===== config.mk =====
export PLATFORM = sky130hd
export DESIGN_NAME = uart_rx_flat
export DESIGN_NICKNAME = d
export VERILOG_FILES = /design/src/rtl/uart_rx_if.sv /design/src/rtl/uart_rx.sv /design/src/flat_wrapper.sv
export SDC_FILE = /design/constraint.sdc
export NUM_CORES = 1
export LEC_CHECK = 0
export CORE_ASPECT_RATIO = 1.75
export CORE_MARGIN = 1.5
export CORE_UTILIZATION = 55
export DETAILED_ROUTE_END_ITERATION = 10
export DONT_BUFFER_PORTS = 1
export PLACE_DENSITY = 0.77
export SKIP_CTS_REPAIR_TIMING = 1
export SYNTH_ARGS = -nofsm -noshare
export SYNTH_HDL_FRONTEND = slang
export SYNTH_SLANG_ARGS = --single-unit

===== constraint.sdc =====
create_clock -name s_clk -period 3 [get_ports s_clk]
set_clock_uncertainty 0.05 [all_clocks]
set_input_delay 0.75 -clock s_clk [delete_from_list [all_inputs] [get_ports s_clk]]
set_output_delay 0.75 -clock s_clk [all_outputs]
set_load 0.1 [all_outputs]

===== src/rtl/uart_rx_if.sv =====
// Byte handshake between the UART receiver (master) and its consumer (slave).
interface uart_rx_if;
  logic [7:0] rx_data;
  logic       rx_valid;
  logic       rx_ready;

  modport master (output rx_data, output rx_valid, input rx_ready);
  modport slave  (input rx_data, input rx_valid, output rx_ready);
endinterface


===== src/rtl/uart_rx.sv =====
// 8N1 UART receiver: two-flop line synchroniser, mid-bit sampling FSM,
// valid/ready byte output with framing-error pulse and sticky overrun flag.
module uart_rx #(
  parameter int unsigned CLKS_PER_BIT = 10
) (
  input  logic      s_clk,
  input  logic      rst,
  input  logic      rx_line,
  uart_rx_if.master rxif,
  output logic      busy_flag,
  output logic      frame_err,
  output logic      overrun
);

  localparam int unsigned HALF = CLKS_PER_BIT / 2;
  localparam int unsigned CW   = $clog2(CLKS_PER_BIT);
  localparam logic [CW-1:0] HALF_M1 = CW'(HALF - 1);
  localparam logic [CW-1:0] LAST    = CW'(CLKS_PER_BIT - 1);

  typedef enum logic [1:0] {IDLE, START, DATA, STOP} state_e;

  state_e        state_q, state_d;
  logic [CW-1:0] cnt_q, cnt_d;
  logic [3:0]    bit_idx_q, bit_idx_d;
  logic [7:0]    shift_q, shift_d;
  logic [7:0]    data_q, data_d;
  logic          valid_q, valid_d;
  logic          ferr_q, ferr_d;
  logic          ovr_q, ovr_d;
  logic [1:0]    sync_q;
  logic          rs;

  assign rs = sync_q[1];

  always_ff @(posedge s_clk) begin
    if (rst) begin
      sync_q    <= '1;
      state_q   <= IDLE;
      cnt_q     <= '0;
      bit_idx_q <= '0;
      shift_q   <= '0;
      data_q    <= '0;
      valid_q   <= 1'b0;
      ferr_q    <= 1'b0;
      ovr_q     <= 1'b0;
    end else begin
      sync_q    <= {sync_q[0], rx_line};
      state_q   <= state_d;
      cnt_q     <= cnt_d;
      bit_idx_q <= bit_idx_d;
      shift_q   <= shift_d;
      data_q    <= data_d;
      valid_q   <= valid_d;
      ferr_q    <= ferr_d;
      ovr_q     <= ovr_d;
    end
  end

  always_comb begin
    state_d   = state_q;
    cnt_d     = cnt_q;
    bit_idx_d = bit_idx_q;
    shift_d   = shift_q;
    data_d    = data_q;
    valid_d   = valid_q;
    ferr_d    = 1'b0;
    ovr_d     = ovr_q;

    if (valid_q && rxif.rx_ready) valid_d = 1'b0;

    unique case (state_q)
      IDLE: begin
        if (!rs) begin
          state_d = START;
          cnt_d   = '0;
        end
      end
      START: begin
        if (cnt_q == HALF_M1) begin
          cnt_d     = '0;
          bit_idx_d = '0;
          state_d   = rs ? IDLE : DATA;
        end else begin
          cnt_d = cnt_q + CW'(1);
        end
      end
      DATA: begin
        if (cnt_q == LAST) begin
          shift_d   = {rs, shift_q[7:1]};
          cnt_d     = '0;
          bit_idx_d = bit_idx_q + 4'd1;
          if (bit_idx_q == 4'd7) state_d = STOP;
        end else begin
          cnt_d = cnt_q + CW'(1);
        end
      end
      STOP: begin
        if (cnt_q == LAST) begin
          state_d = IDLE;
          cnt_d   = '0;
          // A byte completing on the same cycle the old one is accepted replaces it.
          if (!rs) begin
            ferr_d = 1'b1;
          end else if (!valid_q || rxif.rx_ready) begin
            data_d  = shift_q;
            valid_d = 1'b1;
          end else begin
            ovr_d = 1'b1;
          end
        end else begin
          cnt_d = cnt_q + CW'(1);
        end
      end
      default: state_d = IDLE;
    endcase
  end

  assign rxif.rx_data  = data_q;
  assign rxif.rx_valid = valid_q;
  assign busy_flag     = (state_q != IDLE);
  assign frame_err     = ferr_q;
  assign overrun       = ovr_q;

endmodule


===== src/flat_wrapper.sv =====
// flat-port wrapper written by rule: the top's interface ports become plain ports
module uart_rx_flat 
#(
  parameter int unsigned CLKS_PER_BIT = 10
)
  (s_clk, rst, rx_line, busy_flag, frame_err, overrun, rxif_rx_data, rxif_rx_valid, rxif_rx_ready);
  uart_rx_if rxif_i ();
  input  logic s_clk;
  input  logic rst;
  input  logic rx_line;
  output logic busy_flag;
  output logic frame_err;
  output logic overrun;
  output wire logic [$bits(rxif_i.rx_data)-1:0] rxif_rx_data;
  output wire logic [$bits(rxif_i.rx_valid)-1:0] rxif_rx_valid;
  input wire logic [$bits(rxif_i.rx_ready)-1:0] rxif_rx_ready;
  assign rxif_rx_data = rxif_i.rx_data;
  assign rxif_rx_valid = rxif_i.rx_valid;
  assign rxif_i.rx_ready = rxif_rx_ready;
  uart_rx #(.CLKS_PER_BIT(CLKS_PER_BIT)) u_core (.s_clk(s_clk), .rst(rst), .rx_line(rx_line), .rxif(rxif_i), .busy_flag(busy_flag), .frame_err(frame_err), .overrun(overrun));
endmodule

Word level (Yosys, flattened, before mapping)
Index checks and enable logic that the tools add are counted.
Widths: inputs -> output; s select.
{ "totals": {"regBits": 31, "latch_bits": 0, "ram_bits": 0, "mem_bits_ro": 0, "output_inout_bits": 12, "wordCells": 58, "mem_count": 0} }
{ "op_classes": {"add_sub_neg": 2, "mul": 0, "div_mod_pow": 0, "order_cmp": 0, "n_eq_ne": 11, "shift": 0, "muxes": 20, "bitwise": 3, "reduce_logical": 13} }
{ "ops": {"columns": ["cell", "count"], "rows": [
  ["$mux 4", 5],
  ["$mux 2", 6],
  ["$pmux 4 s3", 1],
  ["$add 4x1->4 const B", 2],
  ["$eq 4x3->1 const B", 2],
  ["$ne 2x1->1 const B", 4],
  ["$pmux 2 s4", 1],
  ["$pmux 4 s2", 1],
  ["$reduce_and 4->1", 2],
  ["$mux 1", 6],
  ["$reduce_and 5->1", 1],
  ["$eq 2x2->1 const B", 2],
  ["$eq 4x4->1 const B", 1],
  ["$reduce_bool 2->1", 2],
  ["$not 1->1", 3],
  ["$reduce_and 3->1", 1],
  ["$reduce_or 3->1", 1],
  ["$eq 2x1->1 const B", 1],
  ["$logic_not 2->1", 1],
  ["$ne 2x2->1 const B", 1],
  ["$reduce_and 2->1", 1],
  ["$reduce_or 2->1", 1],
  ["$logic_and 1x1->1", 1],
  ["$logic_not 1->1", 1],
  ["$logic_or 1x1->1", 1]
]} }

Longest topological paths before layout
{ "depth": {"depth_word": 6, "depth_mapped": 6, "mapped_depth_nobuf": 6} }

Worst setup path before layout
No wires, ideal clock.
{ "synth_path": {"path_type": "register to output", "start": "reg (tool-made name)", "end": "out busy_flag", "arrival_ps": 1155, "required_time_ps": 2200, "path_slack_ps": 1045, "stages_incl_launch_ff": 4, "path_cell_list": "dfxtp_1 clkbuf_2 nor2_1 inv_1"} }
{ "synth_lines": {"columns": ["element", "line_no", "rtl"], "rows": [
  ["end: declaration", "flat_wrapper.sv:11", "output logic busy_flag;"]
]} }

Final worst setup path
{ "layout_path": {"start": "reg u_core.state_q[0]", "end": "out busy_flag"} }
{ "layout_between": {"elab_chain_cells": 1} }
{ "layout_rtl": {"columns": ["element", "line_no", "rtl"], "rows": [
  ["start: declaration", "uart_rx.sv:22", "state_e state_q, state_d;"],
  ["start signal: assignment", "uart_rx.sv:48", "state_q <= state_d;"],
  ["$reduce_bool 2->1", "uart_rx.sv:120", "assign busy_flag = (state_q != IDLE);"]
]} }
Every way passes these cells.

==> metrics.yaml <==
outcome: "completed"
route.met3.wl_um: 110
hpwl_mm: 1.558
yosys_register_bits: 31
start_util_pct: 57.62
ir_drop_mv: 0.4354
endpoint_kind: "output port"
cp_slowest_stage_delay_ps: 540
synth_largest_area_cell: "dfxtp_1"
clkSinkCount: 31
drive_above_1_share_pct: 14.60
syn_nets: 141
routedWlPerCell_um: 13.50
h-tree-depth: 2
rows: 23
pwr-share-comb_pct: 2.1
synth_warnings: 0
netlist_instances: 133
synth_ff_type: "dfxtp_1"
rsz0062_at_grt: "false"
drt_iter0_drc: 29
core_sq_mm: 0.002273
slew_headroom_pct: 34.73
crit_family: "flip-flops"
tns_ps: 0
path_class: "reg2out"
clk_pin_slew_ps: 60
required_ps: 2200
firstDrtPassIters: 4
top_layer: "met4"
cts-root-buf: "clkbuf_8"
pre_cts_slack_ps: 1164
setup_ws_ps: 872.0
grt.total_usage_pct: 20.45
ios: 16
worst-path-buf-inv: 2
p_switching_w: 0.0001548
grt_max_degree: 31
ys_top_cells_by_count: "31 x dfxtp_1, 26 x nor2_1, 17 x mux2i_1, 6 x inv_1"
synth_area_sq_mm: 0.001310
wl_met1_um: 833
overflow: 0
crit_slowest_cell: "dfxtp_1"
hold_violations: 0
num_vias: 935
async_flop_share_pct: 0
antenna_found_initial: 0
nFillCells: 194
hold_class: "reg2reg"
synth.most_common_cell: "dfxtp_1"
seq_power_share_pct: 55.3
place.gp.congestion: 0.7452
drv_cap: 0
wl_met2_mm: 1.162
slew_viol_final: 0
path_cells: "nor2_1 -> inv_1 -> buf_4"
numPortBuffers: 0
avgSynthCellArea_sq_um: 9.850
arrival_ps: 1330
start_kind: "flip-flop"
min_period_ps: 2128
viasPerCell: 5.772
numCtsBuffers: 5
antenna_cells: 0
drc: 0
grt_pass1_wl_mm: 3.650
clkPwrFrac_pct: 42.6
ys_types: 35
finalSetupViolations: 0
die_h_um: 67.56
worst_slew_pin_slew_ps: 977.7
synth.area.top_cells: "dfxtp_1 47%, mux2i_1 13%, nor2_1 7.4%, ha_1 3.8%, a21oi_1 1.9%"
die_w_um: 39.89
clockBufferDepth: 2
p_int_w: 0.0005996
swShare_pct: 20.52
grt_pass1_vias: 848
p_per_area_mw_per_mm2: 530.3
synth_edf_count: 0
max_freq_mhz: 469.9
syn2layout_area_growth_pct: 8.596
leakagePower_nw: 0.5257
clk_latency_ps: 280
yosysSeqAreaShare_pct: 47.37
final_nets: 145
cts_tree: "done"
wl_mm: 2.187
antenna_left: 0
die-area_sq_mm: 0.002695
cp_max_fo: 11
synth_top_cell_area_share_pct: 47.37
post-route-period-util_pct: 70.93
sequential cells by signal, summed over array words and instances (netlist names), named ones only:
register              flops
u_core.rxif.rx_data       8
u_core.frame_err          1
u_core.bit_idx_q          4
u_core.shift_q            8
u_core.state_q            1
u_core.rxif.rx_valid      1
u_core.sync_q             2
u_core.cnt_q              4
u_core.overrun            1
logic make-up (layout without fill, tap and decap cells):
kind of cell	Yosys count	after routing	share of synthesized area (%)
mux	17	17	12.99
simple gates	54	54	24.35
flops	31	31	47.37
fa+ha+maj	4	4	3.821
buf+inv	11	15	3.342
compound gates	16	16	8.117
final timing paths:
path              slack (ps)  cells past startpoint              start                endpoint
hold reg to reg          360                      1   u_core.sync_q[0]        u_core.sync_q[1]
setup / recovery         870                      3  u_core.state_q[0]               busy_flag
hold / removal           360                      1   u_core.sync_q[0]        u_core.sync_q[1]
setup reg to reg        1180                      5    u_core.cnt_q[0]  u_core.rxif.rx_data[5]
power by group through the flow:
stage | Clock (W) | Sequential, W | Combinational (W)
floorplan | 0 | 0.000425 | 0.0000195
global route | 0.000347 | 0.000418 | 0.0000171
global placement | 0 | 0.000426 | 0.0000155
detailed placement | 0 | 0.000426 | 0.0000160
finish | 0.000321 | 0.000417 | 0.0000159
CTS | 0.000331 | 0.000417 | 0.0000161
metal layers:
| layer | vias up | global-route usage [%] |
|---|---|---|
| met5 | - | 0 |
| met4 | 0 | 14.22 |
| met3 | 6 | 6.908 |
| met2 | 19 | 32.86 |
| met1 | 444 | 20.91 |
| li1 | 466 | - |
per-stage QoR:
stage,total power [W],instances,cell area [sq um],hold WS [ps],utilization (%)
after global routing,0.0007817,162,1423,382.4,62.58
final,0.0007544,162,1423,363.1,62.58
after global placement,0.0004418,155,1335,346.9,58.72
after floorplan,0.0004441,133,1310,339.5,-
after CTS,0.0007639,162,1423,366.8,62.58
after detailed placement,0.0004425,155,1335,350.3,58.72
area by class of cell:
type | instances | area [sq um] | share of cell area, %
Multi-Input combinational cell | 91 | 645.6 | 45.38
Sequential cell | 31 | 620.6 | 43.62
Clock buffer | 6 | 82.58 | 5.805
Tap cell | 25 | 31.28 | 2.199
Inverter | 6 | 22.52 | 1.583
Timing Repair Buffer | 2 | 15.01 | 1.055
Clock inverter | 1 | 5.005 | 0.3518
cells in the final DEF, fill, tap and decap left out, types with 2 or more instances in the layout:
cell	synthesis	routed
a21boi_0	2	2
a31oi_1	2	2
or2_2	2	2
nor2_1	26	26
clkbuf_8	0	6
o21ai_0	3	3
mux2i_1	17	17
inv_1	6	6
buf_4	0	2
dfxtp_1	31	31
a22oi_1	2	2
nand2_1	5	5
or3_1	2	2
a21oi_1	5	5
nand3_1	3	3
nor2b_1	2	2
ha_1	4	4
Power figures use the tool's default switching activity.
